**src/rtl/sw_segment_dispatch_pkg.sv**
```systemverilog
// Shared types and helpers for the Smith-Waterman segment dispatcher.
package sw_segment_dispatch_pkg;

    // Default PE result widths.
    localparam int unsigned DefMaxW = 7;
    localparam int unsigned DefLocW = 13;

    // Dispatcher control states.
    typedef enum logic [1:0] {
        StIdle,
        StIssue,
        StRun,
        StDone
    } state_e;

    // LSB of window k inside a packed job; lane 0 is the most-significant window.
    function automatic int unsigned win_lsb(input int unsigned k,
                                            input int unsigned total_w,
                                            input int unsigned pe_w,
                                            input int unsigned stride);
        return total_w - k * stride - pe_w;
    endfunction

endpackage

```
**src/rtl/sw_lane_collect.sv**
```systemverilog
// Per-lane result collector: first done in RUN latches max/loc, later dones are ignored.
module sw_lane_collect
    import sw_segment_dispatch_pkg::*;
#(
    parameter int unsigned MAX_W = DefMaxW,
    parameter int unsigned LOC_W = DefLocW
) (
    input  logic             clk,
    input  logic             rst,
    input  logic             i_clear,
    input  logic             i_enable,
    input  logic             i_done,
    input  logic [MAX_W-1:0] i_max,
    input  logic [LOC_W-1:0] i_loc,
    output logic             o_done,
    output logic [MAX_W-1:0] o_max,
    output logic [LOC_W-1:0] o_loc
);

    logic             r_done;
    logic [MAX_W-1:0] r_max;
    logic [LOC_W-1:0] r_loc;

    // Clear on issue; capture the lane result once while running.
    always_ff @(posedge clk or negedge rst) begin
        if (!rst) begin
            r_done <= 1'b0;
            r_max  <= '0;
            r_loc  <= '0;
        end else if (i_clear) begin
            r_done <= 1'b0;
            r_max  <= '0;
            r_loc  <= '0;
        end else if (i_enable && i_done && !r_done) begin
            r_done <= 1'b1;
            r_max  <= i_max;
            r_loc  <= i_loc;
        end
    end

    assign o_done = r_done;
    assign o_max  = r_max;
    assign o_loc  = r_loc;

endmodule

```
**src/rtl/sw_segment_dispatch.sv**
```systemverilog
// Job buffer, window slicer and result gatherer in front of an NUM_PE-lane SW PE array.
module sw_segment_dispatch
    import sw_segment_dispatch_pkg::*;
#(
    parameter int unsigned NUM_PE      = 4,
    parameter int unsigned PE_WIDTH    = 72,
    parameter int unsigned PE_STRIDE   = 60,
    parameter int unsigned TOTAL_WIDTH = 252,
    parameter int unsigned MAX_W       = DefMaxW,
    parameter int unsigned LOC_W       = DefLocW,
    parameter int unsigned TIMEOUT_CYC = 1023
) (
    input  logic                       clk,
    input  logic                       rst,
    input  logic                       in_valid,
    output logic                       in_ready,
    input  logic [TOTAL_WIDTH-1:0]     in_ref,
    input  logic [TOTAL_WIDTH-1:0]     in_read,
    output logic                       pe_start,
    output logic [NUM_PE*PE_WIDTH-1:0] pe_ref,
    output logic [NUM_PE*PE_WIDTH-1:0] pe_read,
    input  logic [NUM_PE-1:0]          pe_done,
    input  logic [NUM_PE*MAX_W-1:0]    pe_max,
    input  logic [NUM_PE*LOC_W-1:0]    pe_loc,
    output logic                       out_valid,
    input  logic                       out_ready,
    output logic [NUM_PE*MAX_W-1:0]    out_max,
    output logic [NUM_PE*LOC_W-1:0]    out_loc,
    output logic [NUM_PE-1:0]          out_lane_ok,
    output logic                       out_timeout,
    output logic                       busy
);

    localparam int unsigned CntW = $clog2(TIMEOUT_CYC + 1);

    // Windows must tile the job exactly.
    if (TOTAL_WIDTH != PE_WIDTH + (NUM_PE - 1) * PE_STRIDE) begin : g_bad_width
        $error("TOTAL_WIDTH must equal PE_WIDTH + (NUM_PE-1)*PE_STRIDE");
    end

    state_e                     r_state;
    state_e                     w_state_d;
    logic                       r_pend_valid;
    logic [TOTAL_WIDTH-1:0]     r_pend_ref;
    logic [TOTAL_WIDTH-1:0]     r_pend_read;
    logic [NUM_PE*PE_WIDTH-1:0] r_pe_ref;
    logic [NUM_PE*PE_WIDTH-1:0] r_pe_read;
    logic [NUM_PE*PE_WIDTH-1:0] w_ref_win;
    logic [NUM_PE*PE_WIDTH-1:0] w_read_win;
    logic [CntW-1:0]            r_cnt;
    logic                       r_timeout;
    logic [NUM_PE-1:0]          w_lane_done;
    logic                       w_accept;
    logic                       w_all_done;
    logic                       w_cnt_exp;

    assign w_accept = in_valid && !r_pend_valid;
    // Mask including lanes finishing this cycle, so the last done moves to DONE immediately.
    assign w_all_done = &(w_lane_done | pe_done);
    assign w_cnt_exp  = (r_cnt == CntW'(TIMEOUT_CYC - 1));

    // Slice the pending job into overlapping lane windows.
    for (genvar k = 0; k < NUM_PE; k++) begin : g_win
        localparam int unsigned Lsb = win_lsb(k, TOTAL_WIDTH, PE_WIDTH, PE_STRIDE);
        assign w_ref_win[k*PE_WIDTH +: PE_WIDTH]  = r_pend_ref[Lsb +: PE_WIDTH];
        assign w_read_win[k*PE_WIDTH +: PE_WIDTH] = r_pend_read[Lsb +: PE_WIDTH];
    end

    // One-deep pending job slot.
    always_ff @(posedge clk or negedge rst) begin
        if (!rst) begin
            r_pend_valid <= 1'b0;
            r_pend_ref   <= '0;
            r_pend_read  <= '0;
        end else if (w_accept) begin
            r_pend_valid <= 1'b1;
            r_pend_ref   <= in_ref;
            r_pend_read  <= in_read;
        end else if (r_state == StIssue) begin
            r_pend_valid <= 1'b0;
        end
    end

    // PE windows load on entry to ISSUE so they are valid alongside pe_start.
    always_ff @(posedge clk or negedge rst) begin
        if (!rst) begin
            r_pe_ref  <= '0;
            r_pe_read <= '0;
        end else if (w_state_d == StIssue) begin
            r_pe_ref  <= w_ref_win;
            r_pe_read <= w_read_win;
        end
    end

    // State register.
    always_ff @(posedge clk or negedge rst) begin
        if (!rst) begin
            r_state <= StIdle;
        end else begin
            r_state <= w_state_d;
        end
    end

    // Next-state logic.
    always_comb begin
        w_state_d = r_state;
        unique case (r_state)
            StIdle:  if (r_pend_valid) w_state_d = StIssue;
            StIssue: w_state_d = StRun;
            StRun:   if (w_all_done || w_cnt_exp) w_state_d = StDone;
            StDone:  if (out_ready) w_state_d = r_pend_valid ? StIssue : StIdle;
            default: w_state_d = StIdle;
        endcase
    end

    // RUN cycle counter and timeout flag; completion wins over a coincident timeout.
    always_ff @(posedge clk or negedge rst) begin
        if (!rst) begin
            r_cnt     <= '0;
            r_timeout <= 1'b0;
        end else if (r_state == StIssue) begin
            r_cnt     <= '0;
            r_timeout <= 1'b0;
        end else if (r_state == StRun) begin
            r_cnt <= r_cnt + CntW'(1);
            if (w_cnt_exp && !w_all_done) begin
                r_timeout <= 1'b1;
            end
        end
    end

    for (genvar k = 0; k < NUM_PE; k++) begin : g_lane
        sw_lane_collect #(
            .MAX_W (MAX_W),
            .LOC_W (LOC_W)
        ) u_lane (
            .clk      (clk),
            .rst      (rst),
            .i_clear  (r_state == StIssue),
            .i_enable (r_state == StRun),
            .i_done   (pe_done[k]),
            .i_max    (pe_max[k*MAX_W +: MAX_W]),
            .i_loc    (pe_loc[k*LOC_W +: LOC_W]),
            .o_done   (w_lane_done[k]),
            .o_max    (out_max[k*MAX_W +: MAX_W]),
            .o_loc    (out_loc[k*LOC_W +: LOC_W])
        );
    end

    assign in_ready    = !r_pend_valid;
    assign pe_start    = (r_state == StIssue);
    assign pe_ref      = r_pe_ref;
    assign pe_read     = r_pe_read;
    assign out_valid   = (r_state == StDone);
    assign out_lane_ok = w_lane_done;
    assign out_timeout = r_timeout;
    assign busy        = (r_state != StIdle);

endmodule

```
**config.mk**
```make
export PLATFORM = sky130hd
export DESIGN_NAME = sw_segment_dispatch
export DESIGN_NICKNAME = d
export VERILOG_FILES = /design/src/rtl/sw_segment_dispatch_pkg.sv /design/src/rtl/sw_lane_collect.sv /design/src/rtl/sw_segment_dispatch.sv
export SDC_FILE = /design/constraint.sdc
export NUM_CORES = 1
export LEC_CHECK = 0
export CAP_MARGIN = 10
export CORE_AREA = 2 2 486 488
export CTS_CLUSTER_SIZE = 14
export DETAILED_ROUTE_END_ITERATION = 8
export DIE_AREA = 0 0 488 490
export GPL_TIMING_DRIVEN = 0
export PLACE_DENSITY = 0.36
export SYNTH_ARGS = -nofsm -noshare
export SYNTH_HDL_FRONTEND = slang
export SYNTH_SLANG_ARGS = --single-unit
```
**constraint.sdc**
```tcl
create_clock -name clk -period 3.25 [get_ports clk]
set_clock_uncertainty 0.2 [all_clocks]
set_input_delay 0.975 -clock clk [delete_from_list [all_inputs] [get_ports clk]]
set_output_delay 0.975 -clock clk [all_outputs]
set_load 0.005 [all_outputs]
```
# Word-level counts from Yosys, hierarchy flattened
# Index checks and enable logic that the tools add are counted.
dict set report op_classes {
  n_eq_ne 5
  n_mux 36
  bitwise 1
  reduce_logical 28
  add_sub_neg 1
}
# operator count
set ops {}
lappend ops {{13-bit 2-to-1 mux} 8}
lappend ops {{7-bit 2-to-1 mux} 8}
lappend ops {{10-bit 2-to-1 mux} 2}
lappend ops {{2-bit nonzero test} 8}
lappend ops {{1-bit 2-to-1 mux} 14}
lappend ops {{10-bit by 1-bit adder with 10-bit output, second input constant} 1}
lappend ops {{10-bit == test, second input constant} 1}
lappend ops {{1-bit logical AND} 10}
lappend ops {{2-bit case mux with 4 select lines} 1}
lappend ops {{1-bit logical NOT} 6}
lappend ops {{2-bit 2-to-1 mux} 3}
lappend ops {{2-bit by 1-bit == test with 1-bit output, second input constant} 2}
lappend ops {{2-bit == test, second input constant} 2}
lappend ops {{4-bit bitwise OR} 1}
lappend ops {{4-bit AND reduction} 1}
lappend ops {{2-bit logical NOT} 1}
lappend ops {{2-bit AND reduction} 1}
lappend ops {{1-bit logical OR} 1}
dict set report totals {
  output_inout_bits 665
  word_cells 91
  regBits 1178
  input_bits 592
}

# Longest topological paths before layout
# Gate-level depths: netlist of run 1.
dict set report logic_depth {
  depth_word 7
  depth_mapped 9
  depth_no_buf 6
}

# Cells and area by module
# Synthesis of run 1 repeated with hierarchy kept, for this count alone.
dict set report unflattened {
  cells_unflattened 2656
  area_unflattened_um2 44788.0
}
# mod cells_per_inst seq_area_each_um2 instances area_per_inst_um2
set modules_own_cells {}
lappend modules_own_cells {sw_segment_dispatch 2292 25574.5 1 40548.9}
lappend modules_own_cells {sw_lane_collect 91 525.5 4 1059.8}

# Least setup slack after synthesis of run 1
# OpenSTA, ideal clock, no wires.
dict set report synth_timing {
  path_type {in2reg}
  from {in out_ready}
  to {reg r_pe_read[108], in the netlist pe_read[108]}
  arrival_time_ns 2.271
  path_slack_ns 0.652
  n_path_buf 2
  stages 6
  setup_time_ns 0.128
  required_ns 2.922
  path_cell_list {and3b_1 > nor4_2 > o21ai_2 > buf_6 > buf_6 > mux2_1}
}
dict set report synth_between {
  elab_chain_cells 3
}
# element line_no
set synth_lines {}
lappend synth_lines {{start, declared} sw_segment_dispatch.sv:26} ;# input logic out_ready,
lappend synth_lines {{2-bit 2-to-1 mux} sw_segment_dispatch.sv:111} ;# StDone: if (out_ready) w_state_d = r_pend_valid ? StIssue : StIdle;
lappend synth_lines {{2-bit case mux with 4 select lines} sw_segment_dispatch.sv:107} ;# unique case (r_state)
lappend synth_lines {{2-bit by 1-bit == test with 1-bit output} sw_segment_dispatch.sv:89} ;# end else if (w_state_d == StIssue) begin
lappend synth_lines {{end signal, assigned} sw_segment_dispatch.sv:91} ;# r_pe_read <= w_read_win;
lappend synth_lines {{end, declared} sw_segment_dispatch.sv:47} ;# logic [NUM_PE*PE_WIDTH-1:0] r_pe_read;
# No other way between the ends.
# A chain may end at the register's enable or synchronous reset.

==> results_dict.tcl, run 1 <==
set metrics [dict create \
    status "finished clean" \
    sw_frac_of_total_pct 32.18 \
    cp_cell_sequence "clkdlybuf4s50_1" \
    p_comb_share_pct 45.6 \
    critPathBufInv 1 \
    seqCellArea_sq_um 27700 \
    ant_nets 0 \
    grt_max_degree 160 \
    synthTopCellsByCount "dfrtp_1 (1106), mux2_2 (550), mux2_4 (414)" \
    gp_congestion 0.7690 \
    post-route-period-util_pct 96.11 \
    final_util_pct 27.90 \
    post-place-ws_ns -1.123 \
    dp_hpwl_um 144700 \
    rsz0062_at_grt "no" \
    viasPerCell 3.726 \
    synth.most_common_cell "dfrtp_1" \
    drc 0 \
    fillCellCount 23910 \
    tritoncts "built" \
    core_area_sq_um 234100 \
    synth_edf_count 0 \
    max_stage_delay_ns 0.57 \
    cts_buffers 150 \
    cts_buffer_depth 3 \
    maxCapViolCount 0 \
    synth.largest_area_cell "dfrtp_1" \
    grt_pass1_wl_um 254100 \
    htreeDepth 4 \
    synth_ff_type "dfrtp_1" \
    track_usage_pct 15.35 \
    yosysTopAreaCellShare_pct 63.82 \
    p_int_w 0.05313 \
    avgRoutedWirePerCell_um 26.09 \
    firstDrtPassIters 4 \
    crit_path_start_kind "flop" \
    crit_slowest_cell "dfrtp_2" \
    cp_data_arrival_time_ns 1.95 \
    clock-sinks 1106 \
    yosysWarnings 0 \
    antenna_found_initial 95 \
    stdcell_area_sq_um 65310 \
    final-hold-violation-count 0 \
    num_rows 178 \
    synth_nets 3092 \
    die-area_sq_um 239100 \
    max_freq_mhz 320.1 \
    drtIter0Drc 1038 \
    setup_violations 0 \
    post-route-min-period_ns 3.124 \
    netlist_area_sq_um 43370 \
    p_per_area_nw_per_um2 1200 \
    synth_seq_cells 1106 \
    yosys-top-cells-area "dfrtp_1 (64%), mux2_4 (14%), mux2_2 (14%)" \
    areaGrowthSynthToFinish_pct 50.59 \
    nNetsFinal 4508 \
    p_leak_nw 28.18 \
    critPathCaptureType "output pin" \
    clock_power_share_pct 21.7 \
    placed_area_sq_um 60160 \
    path_class "reg -> out" \
    insertion_delay_ns 0.80 \
    via_count 26770 \
    syn_inst 2493 \
    fin_ws_ns 0.1263 \
    p_switching_w 0.02521 \
    placement.io_buffers 1256 \
    pwr-share-seq_pct 32.7 \
    num_io_pins 1257 \
    setup_tns_ns 0 \
    slew_headroom_pct 30.38 \
    path_max_fanout 3 \
    slew_violations 0 \
    worstMarginPinSlew_ns 1.044 \
    min_path_type "reg -> reg" \
    peakVddDrop_mv 0.4020 \
    crit_required_ns 2.07 \
    cts_root_buf "clkbuf_16" \
    ys_seq_area_share_pct 63.82 \
    gr-total-overflow 0 \
    grt_pass1_vias 28540 \
    multiInputGateArea_sq_um 14160 \
    synthArstFlopShare_pct 100.0 \
    power_w 0.07834 \
    clk_pin_slew_ns 0.06 \
    die_height_um 490 \
    die_w_um 488 \
    start_util_pct 18.53 \
    synth_area_per_cell_sq_um 17.40 \
    drt_wl_total_um 187400 \
    drive_above_1_share_pct 34.86 \
    yosysUniqueCellTypes 37 \
    crit_family "flip-flops" \
]
-- metrics by stage --
step | hold slack (ns) | instances
2_1_floorplan | 0.2541 | 2493
3_3_place_gp | 0.2623 | 6899
3_5_place_dp | 0.2700 | 6908
4_1_cts | 0.2497 | 7170
5_1_grt | 0.2792 | 7177
6_report | 0.2707 | 7184
-- power by group through the flow --
stage | sequential (W) | clock (W) | combinational (W)
floorplan | 0.0244 | 0 | 0.0203
global placement | 0.0261 | 0 | 0.0363
detailed placement | 0.0258 | 0 | 0.0367
CTS | 0.0258 | 0.0178 | 0.0368
global route | 0.0266 | 0.0183 | 0.0384
finish | 0.0256 | 0.0170 | 0.0357
-- final timing paths --
kind | from | end | slack [ns] | depth (start not counted)
min | r_pend_read[198] | pe_read[18] | 0.27 | 1
max | pe_ref[213] | pe_ref[81] | 0.13 | 1
max in group asynchronous | rst | pe_ref[33] | 0.36 | 4
min reg2reg | r_pend_read[198] | pe_read[18] | 0.27 | 1
min in group asynchronous | rst | g_lane[1].u_lane.o_max[1] | 0.61 | 2
max reg2reg | r_state[0] | pe_read[158] | 0.21 | 10
-- layout make-up --
class                           count  share of cell area (%)
Tap cell                         3150                   6.035
Antenna cell                       12                 0.04598
Timing Repair Buffer             1268                   19.74
Clock buffer                      225                   6.841
Inverter                           11                 0.06322
Clock inverter                     40                  0.8832
Buffer                            203                   2.287
Multi-Input combinational cell   1169                   21.69
Sequential cell                  1106                   42.41
-- kinds of logic after synthesis --
| family | Yosys count | share of synthesized area, % |
|---|---|---|
| flops | 1106 | 63.82 |
| mux | 1011 | 29.83 |
| buf+inv | 218 | 3.572 |
| compound gates | 104 | 1.962 |
| simple gates | 43 | 0.5366 |
| fa+ha+maj | 7 | 0.2019 |
| xor+xnor | 4 | 0.08079 |
-- routing by layer --
metal	part of all wire [%]	GRT usage [%]	up-vias
met5	0.14	0	-
met4	2.3	3.900	46
met3	11	7.810	331
met2	47	24.93	1024
met1	39	17.74	13710
li1	-	-	11660
-- state kept, by name (all words and copies together) (netlist names) --
register / cells
g_lane.u_lane.o_done: 4
g_lane.u_lane.o_loc: 52
g_lane.u_lane.o_max: 28
out_timeout: 1
pe_read: 252
pe_ref: 252
r_cnt: 10
r_pend_read: 252
r_pend_ref: 252
r_pend_valid: 1
r_state: 2
-- placed cells by master (no fill, tap or decap), types with 4 or more instances in the layout --
cell,Yosys,routed
clkdlybuf4s50_1,0,1234
dfrtp_1,1106,1091
mux2_2,550,550
mux2_4,414,414
clkbuf_16,0,154
a22o_1,81,81
buf_4,76,72
clkbuf_1,26,57
buf_6,51,53
buf_2,50,49
mux2_1,46,46
clkbuf_8,0,39
dlygate4sd2_1,0,15
clkinv_2,0,14
nor2_1,13,13
dfrtp_2,0,13
diode_2,0,12
inv_1,11,11
buf_16,0,10
a21oi_1,8,8
bufinv_16,0,8
nand2_1,6,6
ha_1,7,6
inv_6,0,6
dlymetal6s2s_1,0,6
nor3b_1,5,5
o21ai_0,4,4
a31oi_1,4,4
buf_1,4,4
clkinv_16,0,4
-- repair_timing --
item,CTS,global route
setup buffers,0,0
cloned,0,2
endpoints found under the hold margin,71,0
endpoints found under the setup margin,72,308
gates resized for setup,38,6
hold buffers,1,0
(Power assumes the default switching activity.)
==> run 2, diff against run 1 <==
--- a/config.mk
+++ b/config.mk
@@ -12,6 +12,7 @@
 export DIE_AREA = 0 0 488 490
 export GPL_TIMING_DRIVEN = 0
 export PLACE_DENSITY = 0.36
+export SLEW_MARGIN = 20
 export SYNTH_ARGS = -nofsm -noshare
 export SYNTH_HDL_FRONTEND = slang
 export SYNTH_SLANG_ARGS = --single-unit
==> run 2 against run 1 <==
  * Power barely moved
  * Cell area rose by 0.34%
  * Sequential cell count did not move
  * Critical path type unchanged
  * Largest power group unchanged
  * Die area did not move
  * Combinational power barely moved
  * Critical path depth rose by 1
  * Via count rose by 0.25%
  * Maximum frequency barely moved
==> results_dict.tcl, run 2 (synthesized netlist as in run 1, its figures left out) <==
set metrics [dict create \
    status "finished clean" \
    placement.io_buffers 1256 \
    drc 0 \
    setup_tns_ns 0 \
    via_count 26840 \
    gp_congestion 0.7690 \
    rrSetupSlack_ns 0.19 \
    multiInputGateArea_sq_um 14160 \
    post-route-period-util_pct 96.12 \
    maxCapViolCount 0 \
    p_per_area_nw_per_um2 1195 \
    drtIter0Drc 1011 \
    seqCellArea_sq_um 27700 \
    core_area_sq_um 234100 \
    r2r_start "r_state[0]" \
    clk_pin_slew_ns 0.05 \
    cts_root_buf "clkbuf_16" \
    htreeDepth 4 \
    post-place-ws_ns -1.080 \
    num_rows 178 \
    drt_wl_total_um 187900 \
    grt_max_degree 133 \
    p_leak_nw 28.26 \
    antenna_found_initial 92 \
    path_class "reg -> out" \
    final-hold-violation-count 0 \
    post-route-min-period_ns 3.124 \
    firstDrtPassIters 4 \
    peakVddDrop_mv 0.4629 \
    cp_data_arrival_time_ns 1.95 \
    die_height_um 490 \
    crit_path_start_kind "flop" \
    cts_buffers 150 \
    die_w_um 488 \
    setup_violations 0 \
    power_w 0.07834 \
    cts_buffer_depth 3 \
    worstMarginPinSlew_ns 1.086 \
    grt_pass1_vias 28780 \
    path_max_fanout 3 \
    avgRoutedWirePerCell_um 26.03 \
    crit_required_ns 2.07 \
    rsz0062_at_grt "no" \
    critPathCaptureType "output pin" \
    r2r-end "pe_read[139]" \
    start_util_pct 18.53 \
    track_usage_pct 15.41 \
    clock-sinks 1106 \
    gr-total-overflow 0 \
    fin_ws_ns 0.1262 \
    grt_pass1_wl_um 254500 \
    areaGrowthSynthToFinish_pct 51.09 \
    dp_hpwl_um 145200 \
    reg2regPathDepth 9 \
    drive_above_1_share_pct 34.93 \
    slew_violations 0 \
    num_io_pins 1257 \
    min_path_type "reg -> reg" \
    layout_common_cells "clkdlybuf4s50_1 (1235), dfrtp_1 (1091), mux2_2 (550)" \
    tritoncts "built" \
    slew_headroom_pct 27.62 \
    max_freq_mhz 320.1 \
    critPathLaunch "pe_read[143]" \
    cp-endpoint "pe_read[143]" \
    ant_nets 0 \
    die-area_sq_um 239100 \
    nNetsFinal 4515 \
    layout_commonest_cell "clkdlybuf4s50_1" \
    viasPerCell 3.717 \
    cts_setup_buffers 0 \
    insertion_delay_ns 0.79 \
    fillCellCount 23890 \
]
## run 2: cell types whose count changed in the layout (fill, tap and decap cells not counted), sizes merged, moves of 2 or more
cell          delta
clkinv           +5
diode           +19
clkinvlp         -2
bufinv           -2
dlygate4sd2      +2
buf              +5
clkbuf          +11
inv              -2
dlymetal6s2s     -3
## run 2: worst max-delay path, cell delays in order, from the launching register on
cell and delay (ns):
dfrtp_1 0.47, buf_4 0.19, clkdlybuf4s50_1 0.51
## run 2: worst min path at each step
stage,startpoint,endpoint,slack (ns),depth (start not counted)
after CTS,r_pend_ref[123],pe_ref[207],0.28,1
final,r_pend_ref[141],pe_ref[93],0.28,1
after detailed placement,r_pend_read[124],pe_read[208],0.27,1
after global routing,rst,g_lane[3].u_lane.o_max[2],0.30,3
after floorplan,r_pend_read[156],pe_read[108],0.25,1
after global placement,r_pend_read[13],pe_read[229],0.26,1
## run 2: cell type report
class / count / area share, %
diodes: 31 / 0.1184
flip-flops and latches: 1106 / 42.27
multi-input cells: 1169 / 21.61
inverters: 11 / 0.06301
repair buffers: 1274 / 19.85
plain buffers: 204 / 2.293
clock buffers: 236 / 6.977
clock inverters: 39 / 0.7943
well taps: 3150 / 6.015
## run 2: what timing repair did
item,CTS,global route
endpoints found under the hold margin,17,0
pin swaps,0,0
gates cloned,0,2
hold buffers,4,0
endpoints found under the setup margin,114,211
resized for setup,40,4
## run 2: report_power, final
| part | total (W) | internal (W) | switching [W] |
|---|---|---|---|
| clock network | 0.0170 | 0.0102 | 0.00680 |
| logic | 0.0357 | 0.0220 | 0.0137 |
| registers | 0.0256 | 0.0210 | 0.00465 |
## run 2: metrics by stage
step	utilization [%]	hold slack [ns]	std cells	instance area, sq um
floorplan	-	0.2541	2493	43370
global placement	25.58	0.2623	6899	59880
detailed placement	25.74	0.2700	6911	60240
CTS	27.94	0.2804	7187	65390
global route	27.98	0.2973	7204	65490
finish	27.99	0.2803	7220	65530
## run 2: routing by layer
metal | track usage, % | up-vias | share of wire [%]
li1 | - | 11720 | -
met1 | 17.80 | 13740 | 39
met2 | 24.57 | 1031 | 47
met3 | 7.773 | 297 | 11
met4 | 5.080 | 42 | 2.5
met5 | 0 | - | 0.14
==> run 3, diff against run 2 <==
==> constraint.sdc (replaced) <==
create_clock -name clk -period 3.25 [get_ports clk]
set_clock_uncertainty 0.2 [all_clocks]
set_input_delay 0.4875 -clock clk [delete_from_list [all_inputs] [get_ports clk]]
set_output_delay 0.4875 -clock clk [all_outputs]
set_load 0.005 [all_outputs]
==> run 3 against run 2 <==
  * Setup slack gained 0.10 ns
  * Cell area grew 0.55%
  * Register-to-register slack gained 0.05 ns
  * Routed wire length shrank 0.32%
  * Core utilization grew 0.15 points
  * Hold slack lost 0.17 ns
  * Non-clock buffer count grew 44
  * Via count grew 0.56%
  * Clock power is essentially flat
  * Critical endpoint is now pe_start
==> results_dict.tcl, run 3 (synthesized netlist as in run 1, its figures left out) <==
set metrics [dict create \
    final-hold-violation-count 0 \
    antenna_found_initial 89 \
    drc 0 \
    areaGrowthSynthToFinish_pct 51.92 \
    slew_violations 0 \
    min_path_type "in -> reg" \
    setup_tns_ns 0 \
    clock-sinks 1106 \
    tritoncts "built" \
    layout_commonest_cell "clkdlybuf4s50_1" \
    crit_required_ns 2.56 \
    grt_pass1_wl_um 254700 \
    viasPerCell 3.716 \
    track_usage_pct 15.39 \
    peakVddDrop_mv 0.4611 \
    num_io_pins 1257 \
    die-area_sq_um 239100 \
    start_util_pct 18.53 \
    grt_pass1_vias 28970 \
    drtIter0Drc 992 \
    firstDrtPassIters 4 \
    p_per_area_nw_per_um2 1191 \
    dp_hpwl_um 145200 \
    insertion_delay_ns 0.79 \
    path_max_fanout 8 \
    p_leak_nw 28.36 \
    drive_above_1_share_pct 34.14 \
    maxCapViolCount 0 \
    cts_root_buf "clkbuf_16" \
    num_rows 178 \
    critPathCaptureType "output pin" \
    path_class "reg -> out" \
    clk_pin_slew_ns 0.06 \
    htreeDepth 4 \
    slew_headroom_pct 30.26 \
    placement.io_buffers 1256 \
    ant_nets 0 \
    gp_congestion 0.7690 \
    core_area_sq_um 234100 \
    cts_setup_buffers 0 \
    worstMarginPinSlew_ns 1.046 \
    post-route-period-util_pct 92.92 \
    nNetsFinal 4559 \
    layout_common_cells "clkdlybuf4s50_1 (1255), dfrtp_1 (1106), mux2_2 (550)" \
    drt_wl_total_um 187300 \
    avgRoutedWirePerCell_um 25.79 \
    rrSetupSlack_ns 0.24 \
    die_w_um 488 \
    status "finished clean" \
    max_freq_mhz 331.2 \
    die_height_um 490 \
    grt_max_degree 133 \
    post-route-min-period_ns 3.020 \
    cts_buffer_depth 3 \
    cts_buffers 150 \
    cp_data_arrival_time_ns 2.33 \
    crit_path_start_kind "flop" \
    power_w 0.07847 \
    gr-total-overflow 0 \
    fillCellCount 23870 \
    via_count 26990 \
    setup_violations 0 \
]
-- run 3: layout make-up --
type / count / area, sq um / area share [%]
Clock buffer: 236 / 4572 / 6.939
Inverter: 11 / 41.29 / 0.06267
Antenna cell: 29 / 72.57 / 0.1101
Multi-Input combinational cell: 1169 / 14150 / 21.48
Buffer: 206 / 1511 / 2.294
Timing Repair Buffer: 1316 / 13400 / 20.34
Tap cell: 3150 / 3941 / 5.982
Sequential cell: 1106 / 27680 / 42.01
Clock inverter: 39 / 520.5 / 0.7900
-- run 3: per-layer routing --
metal / vias up / GRT usage [%] / wire, um
met5: - / 0 / 239
met4: 38 / 5.248 / 4775
met3: 302 / 7.694 / 20390
met2: 1038 / 24.47 / 87800
met1: 13810 / 17.82 / 74090
li1: 11800 / - / -
-- run 3: worst paths after layout --
check / startpoint / cells after the start / end
worst min register to register: r_pend_ref[51] / 1 / pe_ref[267]
worst max-delay path: r_state[1] / 3 / pe_start
min in group asynchronous: rst / 3 / g_lane[1].u_lane.o_loc[10]
worst min-delay path: pe_loc[20] / 2 / g_lane[1].u_lane.o_loc[7]
worst max register to register: r_state[0] / 9 / pe_read[139]
max in group asynchronous: rst / 6 / r_pend_ref[238]
-- run 3: critical path, cell delays in order, from the launching register on --
cell and delay (ns):
dfrtp_1 0.42, inv_1 0.11, ha_1 0.38, clkdlybuf4s50_1 0.63
-- run 3: what timing repair did --
| action | CTS | global route |
|---|---|---|
| hold buffers | 48 | 0 |
| endpoints found under the hold margin | 175 | 0 |
| setup endpoints to repair | 19 | 6 |
| gates resized for setup | 1 | 1 |
| pin swaps | 0 | 1 |
| cloned | 0 | 0 |
-- run 3: report_power, final --
| part | switching [W] | internal, W | leakage (nW) | total (W) |
|---|---|---|---|---|
| clock network | 0.00682 | 0.0102 | 2.50 | 0.0170 |
| logic | 0.0138 | 0.0221 | 12.7 | 0.0359 |
| registers | 0.00465 | 0.0209 | 13.2 | 0.0256 |
-- run 3: metrics by stage --
step	std cells	instance area (sq um)	util (%)	hold slack (ns)	setup WS, ns
final	7262	65890	28.15	0.1097	0.2302
after CTS	7233	65810	28.12	0.00003253	0.03778
after floorplan	2493	43370	-	-0.008091	0.9485
after global routing	7250	65860	28.14	0.03753	-0.005700
after global placement	6899	59880	25.58	0.2623	-56.11
after detailed placement	6911	60240	25.74	0.1068	-0.5923
